`src/rtl/ISO14443A_pkg.sv`:
```
// Shared types for the ISO14443A receive path: error codes, FIFO entry layout.
package ISO14443A_pkg;

    localparam int unsigned RX_BYTE_W  = 8;
    localparam int unsigned RX_BITS_W  = 3;
    localparam int unsigned RX_ENTRY_W = RX_BYTE_W + RX_BITS_W;

    typedef enum logic [2:0] {
        RxError_NONE     = 3'd0,
        RxError_SEQUENCE = 3'd1,
        RxError_PARITY   = 3'd2,
        RxError_OVERFLOW = 3'd3,
        RxError_EMPTY    = 3'd4
    } RxError;

    typedef struct packed {
        logic [RX_BYTE_W-1:0] data;
        logic [RX_BITS_W-1:0] bits;
    } rx_entry_t;

    // Highest-priority error wins: OVERFLOW > PARITY > SEQUENCE > EMPTY.
    function automatic RxError rx_error_pick(input logic ovf, input logic par,
                                             input logic seq, input logic empty_frame);
        if (ovf)              return RxError_OVERFLOW;
        else if (par)         return RxError_PARITY;
        else if (seq)         return RxError_SEQUENCE;
        else if (empty_frame) return RxError_EMPTY;
        else                  return RxError_NONE;
    endfunction

endpackage

```
`src/rtl/rx_byte_fifo.sv`:
```
// Synchronous byte FIFO with flush; the head entry is presented from a register.
module rx_byte_fifo #(
    parameter int unsigned DEPTH = 8,
    parameter int unsigned WIDTH = 11
) (
    input  logic                     clk,
    input  logic                     rst_n,
    input  logic                     push,
    input  logic [WIDTH-1:0]         din,
    input  logic                     pop,
    input  logic                     flush,
    output logic [WIDTH-1:0]         dout,
    output logic                     full,
    output logic                     empty,
    output logic [$clog2(DEPTH):0]   count,
    output logic [$clog2(DEPTH):0]   count_nxt_c
);

    localparam int unsigned AW = $clog2(DEPTH);
    localparam int unsigned CW = AW + 1;

    logic [WIDTH-1:0] mem [DEPTH];
    logic [CW-1:0]    wr_q, rd_q, wr_nxt, rd_nxt;
    logic [WIDTH-1:0] head_nxt;
    logic             push_ok, pop_ok;

    // Pointer update plus look-ahead of the head so dout can be registered.
    always_comb begin
        push_ok     = push && !full && !flush;
        pop_ok      = pop && !empty && !flush;
        wr_nxt      = flush ? '0 : wr_q + CW'(push_ok);
        rd_nxt      = flush ? '0 : rd_q + CW'(pop_ok);
        count_nxt_c = wr_nxt - rd_nxt;
        if (flush)
            head_nxt = '0;
        else if (push_ok && (wr_q[AW-1:0] == rd_nxt[AW-1:0]))
            head_nxt = din;
        else
            head_nxt = mem[rd_nxt[AW-1:0]];
    end

    always_ff @(posedge clk or negedge rst_n) begin
        if (!rst_n) begin
            wr_q  <= '0;
            rd_q  <= '0;
            dout  <= '0;
            full  <= 1'b0;
            empty <= 1'b1;
            count <= '0;
        end else begin
            wr_q  <= wr_nxt;
            rd_q  <= rd_nxt;
            dout  <= head_nxt;
            full  <= (count_nxt_c == CW'(DEPTH));
            empty <= (count_nxt_c == '0);
            count <= count_nxt_c;
        end
    end

    always_ff @(posedge clk) begin
        if (push_ok)
            mem[wr_q[AW-1:0]] <= din;
    end

endmodule

```
`src/rtl/rx_frame_ctrl.sv`:
```
// Receive frame controller: buffers a decoded frame, then forwards it only if error-free.
module rx_frame_ctrl
    import ISO14443A_pkg::*;
#(
    parameter int unsigned FIFO_DEPTH = 8
) (
    input  logic                          clk,
    input  logic                          rst_n,
    input  logic                          fd_soc,
    input  logic                          fd_eoc,
    input  logic [7:0]                    fd_data,
    input  logic [2:0]                    fd_data_bits,
    input  logic                          fd_data_valid,
    input  logic                          fd_sequence_error,
    input  logic                          fd_parity_error,
    output logic [7:0]                    rx_data,
    output logic [2:0]                    rx_data_bits,
    output logic                          rx_valid,
    output logic                          rx_last,
    input  logic                          rx_ready,
    output logic [$clog2(FIFO_DEPTH):0]   frame_len,
    output logic                          frame_done,
    output logic                          frame_error,
    output RxError                        error_code,
    output logic                          rx_abort,
    output logic                          busy
);

    localparam int unsigned LEN_W = $clog2(FIFO_DEPTH) + 1;

    localparam logic [1:0] S_IDLE  = 2'd0;
    localparam logic [1:0] S_RX    = 2'd1;
    localparam logic [1:0] S_DRAIN = 2'd2;

    logic [1:0]       state_q, state_nxt;
    logic [LEN_W-1:0] len_q, len_nxt;
    logic             ovf_q, ovf_nxt, par_q, par_nxt, seq_q, seq_nxt;
    RxError           code_q, code_nxt;
    logic             valid_q, valid_nxt, last_q, last_nxt;
    logic             done_q, done_nxt, err_q, err_nxt;
    logic             abort_q, abort_nxt, busy_q, busy_nxt;

    logic             fifo_push, fifo_pop, fifo_flush;
    logic             fifo_full, fifo_empty;
    logic [LEN_W-1:0] fifo_count, fifo_count_nxt;
    rx_entry_t        push_entry, head_entry;

    assign push_entry = '{data: fd_data, bits: fd_data_bits};

    rx_byte_fifo #(
        .DEPTH (FIFO_DEPTH),
        .WIDTH (RX_ENTRY_W)
    ) u_fifo (
        .clk         (clk),
        .rst_n       (rst_n),
        .push        (fifo_push),
        .din         (push_entry),
        .pop         (fifo_pop),
        .flush       (fifo_flush),
        .dout        (head_entry),
        .full        (fifo_full),
        .empty       (fifo_empty),
        .count       (fifo_count),
        .count_nxt_c (fifo_count_nxt)
    );

    // Next-state and next-output logic.
    always_comb begin
        state_nxt  = state_q;
        len_nxt    = len_q;
        ovf_nxt    = ovf_q;
        par_nxt    = par_q;
        seq_nxt    = seq_q;
        code_nxt   = code_q;
        fifo_push  = 1'b0;
        fifo_pop   = 1'b0;
        fifo_flush = 1'b0;
        done_nxt   = 1'b0;
        err_nxt    = 1'b0;
        abort_nxt  = 1'b0;

        if (fd_soc) begin
            // A new frame always restarts reception; mid-frame it aborts the old one.
            state_nxt  = S_RX;
            fifo_flush = 1'b1;
            len_nxt    = '0;
            ovf_nxt    = 1'b0;
            par_nxt    = 1'b0;
            seq_nxt    = 1'b0;
            abort_nxt  = (state_q != S_IDLE);
        end else begin
            case (state_q)
                S_RX: begin
                    if (fd_sequence_error) seq_nxt = 1'b1;
                    if (fd_parity_error)   par_nxt = 1'b1;
                    if (fd_data_valid) begin
                        if (fifo_full) begin
                            ovf_nxt = 1'b1;
                        end else begin
                            fifo_push = 1'b1;
                            len_nxt   = len_q + LEN_W'(1);
                        end
                    end
                    // Same-cycle strobes above are already folded in before judging the frame.
                    if (fd_eoc) begin
                        if (ovf_nxt || par_nxt || seq_nxt || (len_nxt == '0)) begin
                            fifo_flush = 1'b1;
                            state_nxt  = S_IDLE;
                            err_nxt    = 1'b1;
                            code_nxt   = rx_error_pick(ovf_nxt, par_nxt, seq_nxt,
                                                       len_nxt == '0);
                        end else begin
                            state_nxt = S_DRAIN;
                        end
                    end
                end
                S_DRAIN: begin
                    if (valid_q && rx_ready && !fifo_empty) begin
                        fifo_pop = 1'b1;
                        if (fifo_count == LEN_W'(1)) begin
                            state_nxt = S_IDLE;
                            done_nxt  = 1'b1;
                        end
                    end
                end
                S_IDLE:  state_nxt = S_IDLE;
                default: state_nxt = S_IDLE;
            endcase
        end

        valid_nxt = (state_nxt == S_DRAIN) && (fifo_count_nxt != '0);
        last_nxt  = (state_nxt == S_DRAIN) && (fifo_count_nxt == LEN_W'(1));
        busy_nxt  = (state_nxt != S_IDLE);
    end

    always_ff @(posedge clk or negedge rst_n) begin
        if (!rst_n) begin
            state_q <= S_IDLE;
            len_q   <= '0;
            ovf_q   <= 1'b0;
            par_q   <= 1'b0;
            seq_q   <= 1'b0;
            code_q  <= RxError_NONE;
            valid_q <= 1'b0;
            last_q  <= 1'b0;
            done_q  <= 1'b0;
            err_q   <= 1'b0;
            abort_q <= 1'b0;
            busy_q  <= 1'b0;
        end else begin
            state_q <= state_nxt;
            len_q   <= len_nxt;
            ovf_q   <= ovf_nxt;
            par_q   <= par_nxt;
            seq_q   <= seq_nxt;
            code_q  <= code_nxt;
            valid_q <= valid_nxt;
            last_q  <= last_nxt;
            done_q  <= done_nxt;
            err_q   <= err_nxt;
            abort_q <= abort_nxt;
            busy_q  <= busy_nxt;
        end
    end

    assign rx_data      = head_entry.data;
    assign rx_data_bits = head_entry.bits;
    assign rx_valid     = valid_q;
    assign rx_last      = last_q;
    assign frame_len    = len_q;
    assign frame_done   = done_q;
    assign frame_error  = err_q;
    assign error_code   = code_q;
    assign rx_abort     = abort_q;
    assign busy         = busy_q;

endmodule

```
`config.mk`:
```
export PLATFORM = sky130hd
export DESIGN_NAME = rx_frame_ctrl
export DESIGN_NICKNAME = d
export VERILOG_FILES = /design/src/rtl/ISO14443A_pkg.sv /design/src/rtl/rx_byte_fifo.sv /design/src/rtl/rx_frame_ctrl.sv
export SDC_FILE = /design/constraint.sdc
export NUM_CORES = 1
export LEC_CHECK = 0
export BUFFER_PORTS_ARGS = -buffer_cell sky130_fd_sc_hd__buf_2
export CAP_MARGIN = 0
export CORE_MARGIN = 1.5
export CORE_UTILIZATION = 45
export CTS_CLUSTER_DIAMETER = 100
export DETAILED_ROUTE_END_ITERATION = 8
export PLACE_DENSITY_LB_ADDON = 0.25
export SLEW_MARGIN = 20
export SYNTH_ARGS = -nofsm -noshare
export SYNTH_HDL_FRONTEND = slang
export SYNTH_HIERARCHICAL = 1
export SYNTH_SLANG_ARGS = --single-unit
```
`constraint.sdc`:
```
create_clock -name clk -period 6 [get_ports clk]
set_input_delay 0.6 -clock clk [delete_from_list [all_inputs] [get_ports clk]]
set_output_delay 0.6 -clock clk [all_outputs]
set_load 0.02 [all_outputs]
```
### Word-level counts from Yosys, hierarchy flattened

Memory sizes are Yosys's and may differ from the RTL's.
Index checks and enable logic that the tools add are counted.

| cells by class | value |
|---|---|
| add/sub/neg operators | 4 |
| multiply operators | 0 |
| divide/modulo/power cells | 0 |
| order comparisons | 0 |
| equality and inequality tests | 7 |
| shift operators | 0 |
| mux-type cells | 55 |
| bitwise logic cells | 1 |
| reduce and logical (&&, ||, !) cells | 22 |

Operators with widths:

| kind | count |
|---|---|
| $mux 1 | 35 |
| $mux 4 | 8 |
| $mux 11 | 2 |
| $mux 3 | 4 |
| $mux 2 | 5 |
| $logic_and 1x1->1 | 9 |
| $add 4x1->4 | 2 |
| $eq 4x1->1 const B | 2 |
| $logic_not 4->1 | 2 |
| $reduce_bool 2->1 | 3 |
| $add 4x1->4 const B | 1 |
| $eq 2x2->1 const B | 2 |
| $eq 4x4->1 const B | 1 |
| $pmux 2 s2 | 1 |
| $reduce_and 4->1 | 1 |
| $reduce_bool 4->1 | 1 |
| $sub 4x4->4 | 1 |
| $eq 3x3->1 | 1 |
| $logic_not 1->1 | 3 |
| $logic_or 1x1->1 | 3 |
| $eq 2x1->1 const B | 1 |
| $not 1->1 | 1 |

| storage, ports and cells | value |
|---|---|
| bits in registers | 43 |
| bits in latches | 0 |
| memory bits (writable) | 88 |
| bits in read-only memories | 0 |
| bits of input ports | 19 |
| output and inout port bits | 24 |
| logic and storage cells | 108 |
| memories | 1 |

Memory list:

| name | depth | bits a word | rd ports | clocked after memory_dff | wr ports | line | RTL |
|---|---|---|---|---|---|---|---|
| u_fifo.mem | 8 | 11 | 1 | 0 | 1 | rx_byte_fifo.sv:22 | `logic [WIDTH-1:0] mem [DEPTH];` |

### Longest topological paths before layout

Gate-level depths: netlist of run 1.

| depth | value |
|---|---|
| depth after elaboration | 19 |
| gate-level depth with buffers | 21 |
| gate-level depth less buffers | 17 |

### Hierarchy

Netlist of run 1, hierarchy kept.

Modules (own cells, without submodules):

| module | instances | cells an instance | area each (um^2) |
|---|---|---|---|
| rx_byte_fifo | 1 | 297 | 4626.9 |
| rx_frame_ctrl | 1 | 87 | 943.4 |

### Worst setup path after synthesis of run 1

OpenSTA, ideal clock, no wires.

| timing path | value |
|---|---|
| path type | flip-flop to flip-flop |
| start | reg len_q[0], in the netlist frame_len[0] |
| end | reg last_q, in the netlist rx_last |
| library setup time | 0.067 ns |
| data arrival time | 4.467 ns |
| data required time | 5.933 ns |
| setup slack | 1.466 ns |
| cell stages (with the launch flop) | 22 |
| buffers on the path | 4 |
| period minus slack after synthesis | 4.534 ns |
| path through | dfrtp_1 > ha_1 > nand4bb_1 > o31ai_1 > o211ai_1 > a21oi_1 > or2_2 > buf_6 > buf_2 > buf_1 > nor3b_1 > ha_1 > ha_1 > xnor2_1 > nor2_2 > buf_2 > inv_1 > ha_1 > a21oi_1 > xor3_1 > nor3_1 > and4b_2 |

| on the way | value |
|---|---|
| word-level cells in the longest chain between the ends | 18 |
| elaborated cells between the ends (all ways) | 26 |
| those cells by class | 4 x add/sub; 2 x eq/ne; 14 x mux; 6 x reduce/logical |

RTL lines:

| element | line | RTL |
|---|---|---|
| start, declared | rx_frame_ctrl.sv:36 | `logic [LEN_W-1:0] len_q, len_nxt;` |
| start signal, assigned | rx_frame_ctrl.sv:152 | `len_q <= len_nxt;` |
| $add 4x1->4 | rx_frame_ctrl.sv:101 | `len_nxt = len_q + LEN_W'(1);` |
| $mux 4 | rx_frame_ctrl.sv:97 | `if (fifo_full) begin` |
| $mux 4 * | rx_frame_ctrl.sv:96 | `if (fd_data_valid) begin` |
| $mux 4 * | rx_frame_ctrl.sv:92 | `case (state_q)` |
| $mux 4 * | rx_frame_ctrl.sv:82 | `if (fd_soc) begin` |
| $logic_not 4->1 * | rx_frame_ctrl.sv:106 | `if (ovf_nxt \|\| par_nxt \|\| seq_nxt \|\| (len_nxt == '0)) begin` |
| $logic_or 1x1->1 * | rx_frame_ctrl.sv:106 |  |
| $mux 1 * | rx_frame_ctrl.sv:106 |  |
| [... 3 more ...] | -- |  |
| via fifo_flush | rx_frame_ctrl.sv:43 | `logic fifo_push, fifo_pop, fifo_flush;` |
| [... 2 more ...] | -- |  |
| $add 4x1->4 | rx_byte_fifo.sv:32 | `rd_nxt = flush ? '0 : rd_q + CW'(pop_ok);` |
| $mux 4 * | rx_byte_fifo.sv:32 |  |
| via u_fifo.rd_nxt[2] | rx_byte_fifo.sv:23 | `logic [CW-1:0] wr_q, rd_q, wr_nxt, rd_nxt;` |
| $sub 4x4->4 * | rx_byte_fifo.sv:33 | `count_nxt_c = wr_nxt - rd_nxt;` |
| via fifo_count_nxt[3] | rx_frame_ctrl.sv:45 | `logic [LEN_W-1:0] fifo_count, fifo_count_nxt;` |
| $eq 4x1->1 * | rx_frame_ctrl.sv:132 | `last_nxt = (state_nxt == S_DRAIN) && (fifo_count_nxt == LEN_W'(1));` |
| $logic_and 1x1->1 * | rx_frame_ctrl.sv:132 |  |
| via last_nxt | rx_frame_ctrl.sv:39 | `logic valid_q, valid_nxt, last_q, last_nxt;` |
| end signal, assigned | rx_frame_ctrl.sv:158 | `last_q <= last_nxt;` |
| end, declared | rx_frame_ctrl.sv:39 |  |

Mark *: on every way through the listed nets, which the timed path passes. The rest lies on a longest branch. The select of a mux whose other input is x is not followed.
A chain may end at the register's enable or synchronous reset.

### Worst setup path in the final report of run 1

| timing path | value |
|---|---|
| start | reg len_q[0], in the netlist frame_len[0] |
| end | reg u_fifo.dout[10] |

| on the way | value |
|---|---|
| word-level cells in the longest chain between the ends | 19 |
| elaborated cells between the ends (all ways) | 21 |
| those cells by class | 2 x add/sub; 1 x eq/ne; 11 x mux; 6 x reduce/logical; 1 x memory |

RTL lines:

| element | line | RTL |
|---|---|---|
| $add 4x1->4 | rx_frame_ctrl.sv:101 |  |
| $mux 4 | rx_frame_ctrl.sv:97 |  |
| $mux 4 * | rx_frame_ctrl.sv:96 |  |
| $mux 4 * | rx_frame_ctrl.sv:92 |  |
| $mux 4 * | rx_frame_ctrl.sv:82 |  |
| $logic_not 4->1 * | rx_frame_ctrl.sv:106 |  |
| $logic_or 1x1->1 * | rx_frame_ctrl.sv:106 |  |
| $mux 1 * | rx_frame_ctrl.sv:106 |  |
| $mux 1 * | rx_frame_ctrl.sv:105 | `if (fd_eoc) begin` |
| $mux 1 * | rx_frame_ctrl.sv:92 |  |
| $mux 1 * | rx_frame_ctrl.sv:82 |  |
| via fifo_flush | rx_frame_ctrl.sv:43 |  |
| parallel branches: the longest is 7 deep, another holds $mem_v2 8x11 | -- |  |
| $mux 11 * | rx_byte_fifo.sv:34 | `if (flush)` |
| via u_fifo.head_nxt[10] | rx_byte_fifo.sv:24 | `logic [WIDTH-1:0] head_nxt;` |
| end signal, assigned | rx_byte_fifo.sv:53 | `dout <= head_nxt;` |
| end, declared | rx_byte_fifo.sv:12 | `output logic [WIDTH-1:0] dout,` |

Mark *: on every way through the listed nets, which the timed path passes. The select of a mux whose other input is x is not followed.

==> impl_metrics.csv, run 1 <==
group,metric,value,unit
synth,synth_cells,384,
route,firstDrtPassIters,5,
route,totalWireLength,11500,um
floorplanning,dieWidth,114,um
clock_network,cts-hold-fix-buffers,0,
clock_network,clock_path_buffers,2,
synth,synth_edf_count,88,
cells_and_area,area_growth,17.1,%
synth,yosysWarnings,6,
timing,finalClockSkew,0.0124,ns
timing,hold_violations,0,
flow_run,maxCapViolCount,0,
place,io_buffer_count,42,
cells_and_area,fillers,977,
synth,seq_area_frac_synth,0.668,
place,pre_cts_slack,1.03,ns
floorplanning,rows,40,
critical_path,worstPathRequired,6.30,ns
route,vias,3330,
synth,ys_top_cells_by_area,"edfxtp_1, dfrtp_1, mux2i_1",
route,via_per_inst,5.44,
synth,synth.avg_cell_area,14.5,um2
critical_path,r2r_start,"frame_len[0]",
timing,slew_headroom,0.343,
route,initialDrtViolationCount,274,
floorplanning,fp.dieH,114,um
hold_path,hp-class,"in2async",
place,dp.cells,580,
clock_network,htreeDepth,4,
critical_path,crit_type,"reg2reg",
floorplanning,dieArea,13100,um2
synth,synthMuxAreaShare,0.0476,
power_and_ir_drop,pwr_density_cell,320,nW/um2
timing,max_freq,205,MHz
clock_network,ctsRootBufferMaster,"clkbuf_16",
synth,synthSimpleGateAreaFrac,0.0827,
global_route,grt_pass1_vias,3309,
synth,synth_adder_area_share,0.0247,
cells_and_area,antenna_cells,0,
timing,fin_crit_sh,0.814,
synth,ys_ff_latch,131,
synth,synthesis.area,5570,um2
synth,synth_top_family_by_area,"compound AO/OA/AOI/OAI gates",
cells_and_area,drive_above_1_share,0.243,
global_route,grt_max_degree,44,
floorplanning,ios,43,
global_route,grt_usage,0.190,
floorplanning,coreArea,12100,um2
clock_network,cts_tree,"yes",
cells_and_area,stdcell_count,612,
timing,finalSetupTns,0,ns
timing,rsz0062_at_grt,"false",
critical_path,critPathCaptureType,"flop",
synth,synth_top_area_share,0.474,
synth,ys.flop_type,"edfxtp_1",
place,globalplace.congestion,0.848,
synth,synth_nets,414,
synth,synth_xor_area_frac,0.0247,
route,wl_per_cell,18.8,um
route,drcViolationCount,0,
critical_path,crit_fanout,27,
clock_network,numCtsBuffers,17,
cells_and_area,layout.nets,461,
status,status,"finished, final reports clean",
timing,setup_ws,1.12,ns
synth,synth_cell_type_count,59,
global_route,antenna_found_initial,0,
synth,synth-async-reset-ratio,0.328,
global_route,grt_pass1_wl,18300,um
clock_network,post_cts_buffers,0,
clock_network,clkSinkCount,131,
timing,worst_pin_slew,0.982,ns
place,detailed_place_hpwl,7440,um
route,ant_nets,0,
critical_path,startpoint_type,"flop",
clock_network,ctsResizeCount,0,
timing,final_max_slew_viol_count,0,
critical_path,critPathArrivalTime,5.18,ns
timing,period_minus_slack,4.88,ns
timing,setup_viol,0,
place,post_dp_cell_area,5930,um2
power_and_ir_drop,ir_drop,0.196,mV
synth,post-synth-top-area-cell,"edfxtp_1",
global_route,overflow,0,
power_and_ir_drop,p_leak,2.47,nW
floorplanning,start_util,0.462,
synth,synth_compound_area_frac,0.120,
clock_network,clk_transition_reported_paths,0.06,ns
clock_network,clk_latency,0.42,ns
cells_and_area,stdcell_area,6530,um2
critical_path,critPathLaunch,"frame_len[0]",
-- worst paths after layout --
check                             endpoint  slack (ns)  cells past startpoint
min in group clk                     par_q        0.48                      3
max reg2reg                u_fifo/dout[10]        1.12                     14
max                        u_fifo/dout[10]        1.12                     14
min                         u_fifo/wr_q[2]        0.17                      1
max in group asynchronous   u_fifo/dout[2]        5.44                      1
min reg2reg                  error_code[2]        0.51                      1
-- flip-flops by register name (all words and copies together), names as in the netlist, 2 cells and up --
name / flops
u_fifo/mem: 88
frame_len: 4
u_fifo/dout: 11
u_fifo/rd_q: 4
u_fifo/wr_q: 4
error_code: 3
state_q: 2
u_fifo/count: 4
-- cell families after synthesis --
logic type | after synthesis
fa+ha+maj | 11
simple gates | 81
compound gates | 81
flops | 131
xor+xnor | 14
buf+inv | 40
mux | 26
-- power by group --
group / switching [mW] / leakage (nW) / internal [mW]
sequential: 0.00902 / 1.36 / 0.981
clock: 0.389 / 0.275 / 0.617
combinational: 0.0630 / 0.827 / 0.0313
total: 0.461 / 2.47 / 1.63
-- cell type report --
cell class                      instances  area, um2  area share
Clock buffer                           19        433      0.0663
Clock inverter                         13        149      0.0228
Inverter                               20       75.1      0.0115
Multi-Input combinational cell        213       1680       0.258
Sequential cell                       131       3720       0.570
Tap cell                              168        210      0.0322
Timing Repair Buffer                   48        258      0.0395
-- metrics by stage --
stage          power, mW  utilization  hold slack, ns
2_1_floorplan       1.06            -           0.304
3_3_place_gp        1.10        0.492           0.491
3_5_place_dp        1.10        0.492           0.500
4_1_cts             2.11        0.540           0.378
5_1_grt             2.16        0.541           0.222
6_report            2.09        0.541           0.167
-- critical path: stages (launching register included) --
cell and delay, ns:
dfrtp_1 0.46, ha_1 0.34, nand4bb_1 0.18, o31ai_1 0.11, o211ai_1 0.19, a21oi_1 0.16
or2_2 0.53, nor3b_1 0.13, ha_1 0.24, ha_1 0.89, xnor2_1 0.22, nand3_2 0.16
nor3_4 0.67, a31oi_1 0.13, a221oi_1 0.37
-- cell usage in the layout (no fill, tap or decap), drive strengths merged, types with 3 or more instances in the layout --
cell type	instances
inv	24
a21oi	20
xnor2	5
edfxtp	88
o21a	3
nand2b	4
nor3	6
o221ai	11
mux2	4
clkbuf	19
clkinv	4
a31oi	11
dfrtp	42
a221o	12
nand3	4
buf	48
nand2	17
a221oi	10
xor2	8
ha	11
nor3b	4
nor2	23
mux2i	22
clkinvlp	3
nor2b	9
nand3b	3
-- cell usage after synthesis, types with 4 or more instances --
cell,instances
edfxtp_1,88
dfrtp_1,42
mux2i_1,22
nor2_1,22
a21oi_1,20
inv_1,20
nand2_1,17
a221o_1,12
a31oi_1,11
ha_1,11
o221ai_1,11
a221oi_2,9
nor2b_1,9
buf_2,8
xor2_1,8
clkbuf_1,6
nor3_1,5
xnor2_1,5
mux2_2,4
nand2b_1,4
-- routing by layer --
metal,vias up,GRT usage,wire [um]
met5,-,0,0
met4,0,0.0775,156
met3,12,0.0455,756
met2,102,0.277,5210
met1,1658,0.275,5370
li1,1558,-,-
(Power assumes the default switching activity.)
==> run 2, diff against run 1 <==
Settings changed: ABC_AREA set to 1.
Clock period 6 ns to 5.1 ns, I/O delays scaled along.
==> impl_metrics.csv, run 2 <==
group,metric,value,unit
status,status,"finished, final reports clean",
route,wl_per_cell,15.9,um
critical_path,startpoint_type,"flop",
synth,synth_nets,618,
clock_network,clock_path_buffers,2,
global_route,grt_pass1_vias,4071,
cells_and_area,final_common_cell,"nand2_1",
synth,ys.flop_type,"edfxtp_1",
global_route,gr-usage-met3,0.0561,
cells_and_area,area_growth,18.3,%
timing,setup_viol,0,
place,detailed_place_hpwl,8070,um
global_route,grt_util_met2,0.343,
timing,setup_ws,0.900,ns
critical_path,worstPathRequired,5.39,ns
floorplanning,dieArea,13600,um2
global_route,antenna_found_initial,0,
clock_network,cts-hold-fix-buffers,0,
cells_and_area,largest_reg_flops,88,
timing,hold_violations,0,
timing,rsz0062_at_grt,"false",
floorplanning,dieWidth,117,um
timing,finalClockSkew,0.00961,ns
timing,final_max_slew_viol_count,0,
critical_path,crit_type,"reg2reg",
synth,synth_cell_type_count,31,
route,totalWireLength,13000,um
cells_and_area,final_cell_mix,"nand2_1, nand3_1, edfxtp_1, inv_1, dfrtp_1",
floorplanning,coreArea,12600,um2
synth,ys_ff_latch,131,
power_and_ir_drop,p_leak,3.06,nW
place,globalplace.congestion,0.805,
synth,synthesis.area,5830,um2
global_route,overflow,0,
power_and_ir_drop,pwr-share-comb,0.048,
global_route,busiest_layer,"met2",
power_and_ir_drop,ir_drop,0.295,mV
synth,post-synth-top-area-cell,"edfxtp_1",
place,dp.cells,790,
route,firstDrtPassIters,5,
critical_path,critPathArrivalTime,4.49,ns
global_route,grt_max_degree,46,
synth,synth_top_area_share,0.454,
synth,seq_area_frac_synth,0.638,
cells_and_area,stdcell_count,821,
timing,max_freq,238,MHz
timing,fin_crit_sh,0.823,
clock_network,clk_latency,0.41,ns
global_route,grt_pass1_wl,20800,um
clock_network,post_cts_buffers,0,
floorplanning,rows,41,
critical_path,critPathCaptureType,"flop",
timing,finalSetupTns,0,ns
power_and_ir_drop,p_seq_frac,0.438,
clock_network,ctsResizeCount,0,
synth,yosys-top-cells-count,"nand2_1, nand3_1, edfxtp_1",
power_and_ir_drop,internal_power,2.12,mW
route,vias,4270,
synth,synth_edf_count,88,
critical_path,rrSetupSlack,0.90,ns
power_and_ir_drop,power_switching_share,0.202,
cells_and_area,drive_above_1_share,0.165,
timing,worst_pin_slew,0.815,ns
hold_path,hp-class,"in2async",
route,drcViolationCount,0,
synth,ys_top_cells_by_area,"edfxtp_1, dfrtp_1, nand2_1",
synth,synth.most_common_cell,"nand2_1",
synth,synth.avg_cell_area,9.91,um2
clock_network,ctsRootBufferMaster,"clkbuf_16",
route,initialDrtViolationCount,266,
critical_path,crit_fanout,27,
cells_and_area,layout.nets,667,
clock_network,clk_transition_reported_paths,0.05,ns
cells_and_area,final_core_util,0.546,
clock_network,clkSinkCount,131,
global_route,gr-usage-met1,0.259,
power_and_ir_drop,pwr_density_cell,385,nW/um2
clock_network,numCtsBuffers,17,
flow_run,maxCapViolCount,0,
synth,synth-async-reset-ratio,0.328,
synth,synth_cells,588,
clock_network,cts_tree,"yes",
power_and_ir_drop,clockPowerShare,0.514,
place,io_buffer_count,42,
floorplanning,ios,43,
clock_network,htreeDepth,4,
floorplanning,start_util,0.462,
place,pre_cts_slack,0.948,ns
global_route,grt_usage,0.208,
cells_and_area,antenna_cells,0,
route,ant_nets,0,
route,via_per_inst,5.20,
synth,yosysWarnings,6,
power_and_ir_drop,switchingPower,537,uW
floorplanning,fp.dieH,117,um
timing,slew_headroom,0.456,
timing,period_minus_slack,4.20,ns
==> run 2: cell types whose count changed after synthesis, sizes merged, moves of 8 or more <==
| cell | before | now |
|---|---|---|
| inv | 20 | 51 |
| nand2 | 17 | 195 |
| buf | 13 | 21 |
| a221o | 12 | 0 |
| nand3 | 4 | 93 |
| a221oi | 10 | 0 |
| o221ai | 11 | 0 |
| mux2i | 22 | 0 |
| a31oi | 11 | 1 |
| nor2 | 23 | 42 |
| nor2b | 9 | 0 |
==> run 2: logic make-up (layout without fill, tap and decap cells) <==
kind of cell	Yosys count	count (layout)	share of synthesized area
buf+inv	75	136	0.0552
fa+ha+maj	11	11	0.0236
xor+xnor	1	1	0.00150
flops	131	131	0.638
compound gates	27	27	0.0253
simple gates	343	343	0.256
==> run 2: cell type report <==
cell class / instances / area, um2
clock buffer: 19 / 443
clock inverter: 12 / 230
fill: 1116 / 5720
inverter: 51 / 191
multi-input combinational: 382 / 1790
sequential: 131 / 3720
tap: 172 / 215
timing repair buffer: 54 / 303
==> run 2: metal layers <==
layer  wire, um  up-vias
li1           -     2059
met1       5730     2047
met4        282        0
met3        586       18
met2       6430      146
met5          0        -
==> run 2: stage by stage <==
stage / cell area, um2 / total power [mW] / hold slack [ns]
after CTS: 6890 / 2.68 / 0.287
final: 6900 / 2.66 / 0.101
after global routing: 6900 / 2.75 / 0.129
after global placement: 6210 / 1.31 / 0.455
after detailed placement: 6220 / 1.31 / 0.466
after floorplan: 5830 / 1.26 / 0.214
==> run 2: final timing paths <==
| check | to | start | cells after the start |
|---|---|---|---|
| worst min-delay path | u_fifo/dout[0] | rst_n | 1 |
| max in group asynchronous | frame_len[2] | rst_n | 1 |
| worst min register to register | error_code[1] | error_code[1] | 2 |
| worst max-delay path | rx_valid | frame_len[0] | 27 |
| min in group clk | frame_done | fd_soc | 2 |
| worst max register to register | rx_valid | frame_len[0] | 27 |
==> run 2: power by group through the flow <==
stage,Combinational (mW),Sequential (mW),Clock (mW)
finish,0.126,1.16,1.37
CTS,0.127,1.16,1.39
global placement,0.124,1.18,0
floorplan,0.0571,1.20,0
global route,0.142,1.17,1.44
detailed placement,0.126,1.19,0
==> run 2: worst max-delay path: stages, from the launching register on <==
cell,delay (ns)
dfrtp_1,0.42
ha_1,0.32
inv_1,0.06
nand3_1,0.06
nand2_1,0.09
nand2_1,0.05
nor2_1,0.08
nand2_1,0.06
nand2_1,0.07
nand2_2,0.07
o21ai_0,0.40
inv_2,0.34
nand2_2,0.17
nor2_4,0.05
ha_1,0.23
ha_1,0.21
o21ai_0,0.14
a21oi_1,0.08
ha_1,0.31
inv_1,0.06
nor2_1,0.10
nor2_1,0.05
nand2_1,0.09
inv_1,0.06
nand2_1,0.06
nand2_1,0.10
nor4_1,0.26
nor2_1,0.09
==> run 3, diff against run 2 <==
Clock period 5.1 ns to 3.7 ns, I/O delays scaled along.
==> impl_metrics.csv, run 3 (synthesis results as in run 2) <==
group,metric,value,unit
floorplanning,dieWidth,117,um
cells_and_area,final_common_cell,"nand2_1",
cells_and_area,final_cell_mix,"nand2_1, nand3_1, edfxtp_1, inv_1",
power_and_ir_drop,clockPowerShare,0.488,
clock_network,clk_latency,0.42,ns
clock_network,numCtsBuffers,17,
power_and_ir_drop,p_leak,3.08,nW
global_route,grt_pass1_wl,20100,um
cells_and_area,largest_reg_flops,88,
critical_path,worstPathRequired,3.99,ns
cells_and_area,regArea,3720,um2
power_and_ir_drop,power_switching_share,0.209,
global_route,grt_usage,0.202,
place,globalplace.congestion,0.820,
power_and_ir_drop,power.total,3.48,mW
cells_and_area,layout.nets,679,
power_and_ir_drop,ir_drop,0.502,mV
cells_and_area,multi_input_area,1850,um2
route,via_per_inst,5.01,
global_route,grt_pass1_vias,4064,
floorplanning,start_util,0.462,
clock_network,clkSinkCount,131,
clock_network,htreeDepth,4,
place,detailed_place_hpwl,7950,um
critical_path,critPathArrivalTime,3.76,ns
floorplanning,dieArea,13600,um2
route,drcViolationCount,0,
critical_path,slowest_stage,"dfrtp_1",
critical_path,crit_fanout,4,
route,initialDrtViolationCount,285,
timing,hold_violations,0,
critical_path,slowest_delay,0.38,ns
place,io_buffer_count,42,
flow_run,maxCapViolCount,0,
power_and_ir_drop,pwr_density_cell,499,nW/um2
cells_and_area,fillers,1089,
floorplanning,ios,43,
timing,rsz0062_at_grt,"true",
cells_and_area,area_growth,19.7,%
floorplanning,coreArea,12600,um2
cells_and_area,drive_above_1_share,0.189,
critical_path,startpoint_type,"flop",
critical_path,crit_type,"reg2reg",
floorplanning,rows,41,
timing,fin_crit_sh,0.937,
hold_path,hp-class,"in2reg",
critical_path,cp.buffers_inverters,6,
timing,period_minus_slack,3.47,ns
clock_network,clk_transition_reported_paths,0.06,ns
timing,worst_pin_slew,1.10,ns
floorplanning,fp.dieH,117,um
clock_network,clock_path_buffers,2,
cells_and_area,stdcell_count,833,
cells_and_area,final_core_util,0.553,
route,wl_per_cell,15.2,um
global_route,overflow,0,
timing,max_freq,289,MHz
global_route,antenna_found_initial,0,
critical_path,crit_family,"simple AND/OR/NAND/NOR gates",
route,vias,4174,
global_route,grt_max_degree,57,
clock_network,cts_tree,"yes",
cells_and_area,antenna_cells,0,
timing,final_max_slew_viol_count,0,
timing,slew_headroom,0.264,
route,ant_nets,0,
status,status,"finished, final reports clean",
route,firstDrtPassIters,5,
power_and_ir_drop,internal_power,2.76,mW
timing,setup_viol,0,
clock_network,ctsRootBufferMaster,"clkbuf_16",
critical_path,cpMostUsedCell,"nand2_1",
place,dp.cells,799,
timing,finalClockSkew,0.00926,ns
power_and_ir_drop,pwr-share-comb,0.052,
power_and_ir_drop,switchingPower,727,uW
power_and_ir_drop,p_seq_frac,0.461,
route,totalWireLength,12700,um
critical_path,critPathCaptureType,"flop",
-- run 3: layer usage --
layer	wire, um	GRT usage	up-vias
li1	-	-	2080
met4	259	0.0964	0
met3	479	0.0489	17
met1	5710	0.253	1966
met2	6230	0.332	111
met5	0	0	-
-- run 3: worst paths after layout --
path,startpoint,cells after the start,to,slack [ns]
min in group asynchronous,rst_n,2,u_fifo/rd_q[1],0.50
max in group asynchronous,rst_n,2,u_fifo/full,2.80
min,fd_soc,2,frame_done,0.18
max,frame_len[0],25,rx_valid,0.23
min reg2reg,error_code[0],2,error_code[0],0.47
max reg2reg,frame_len[0],25,rx_valid,0.23
-- run 3: layout make-up --
| class | count | area share |
|---|---|---|
| Timing Repair Buffer | 66 | 0.0572 |
| Inverter | 51 | 0.0274 |
| Clock buffer | 23 | 0.0685 |
| Clock inverter | 8 | 0.0179 |
| Multi-Input combinational cell | 382 | 0.265 |
| Sequential cell | 131 | 0.533 |
| Tap cell | 172 | 0.0309 |
-- run 3: stage by stage --
stage / worst slack [ns] / cell area, um2 / TNS, ns / hold WS [ns]
6_report: 0.235 / 6980 / 0 / 0.179
5_1_grt: -0.0761 / 6980 / -0.112 / 0.187
4_1_cts: 0.0271 / 6880 / 0 / 0.145
3_5_place_dp: 0.0461 / 6280 / 0 / 0.458
3_3_place_gp: 0.193 / 6280 / 0 / 0.454
2_1_floorplan: 0.0255 / 5830 / 0 / 0.0744
-- run 3: what timing repair did --
action | in CTS | in global routing
hold endpoints to repair | 0 | 42
hold buffers | 0 | 1
buffers inserted | 0 | 2
endpoints found under the setup margin | 0 | 12
resized for setup | 0 | 16
-- run 3: power groups by stage --
stage	Combinational [mW]	Sequential [mW]	Clock, mW
2_1_floorplan	0.0787	1.66	0
3_3_place_gp	0.171	1.63	0
3_5_place_dp	0.175	1.63	0
4_1_cts	0.176	1.60	1.73
5_1_grt	0.202	1.61	1.79
6_report	0.180	1.60	1.70
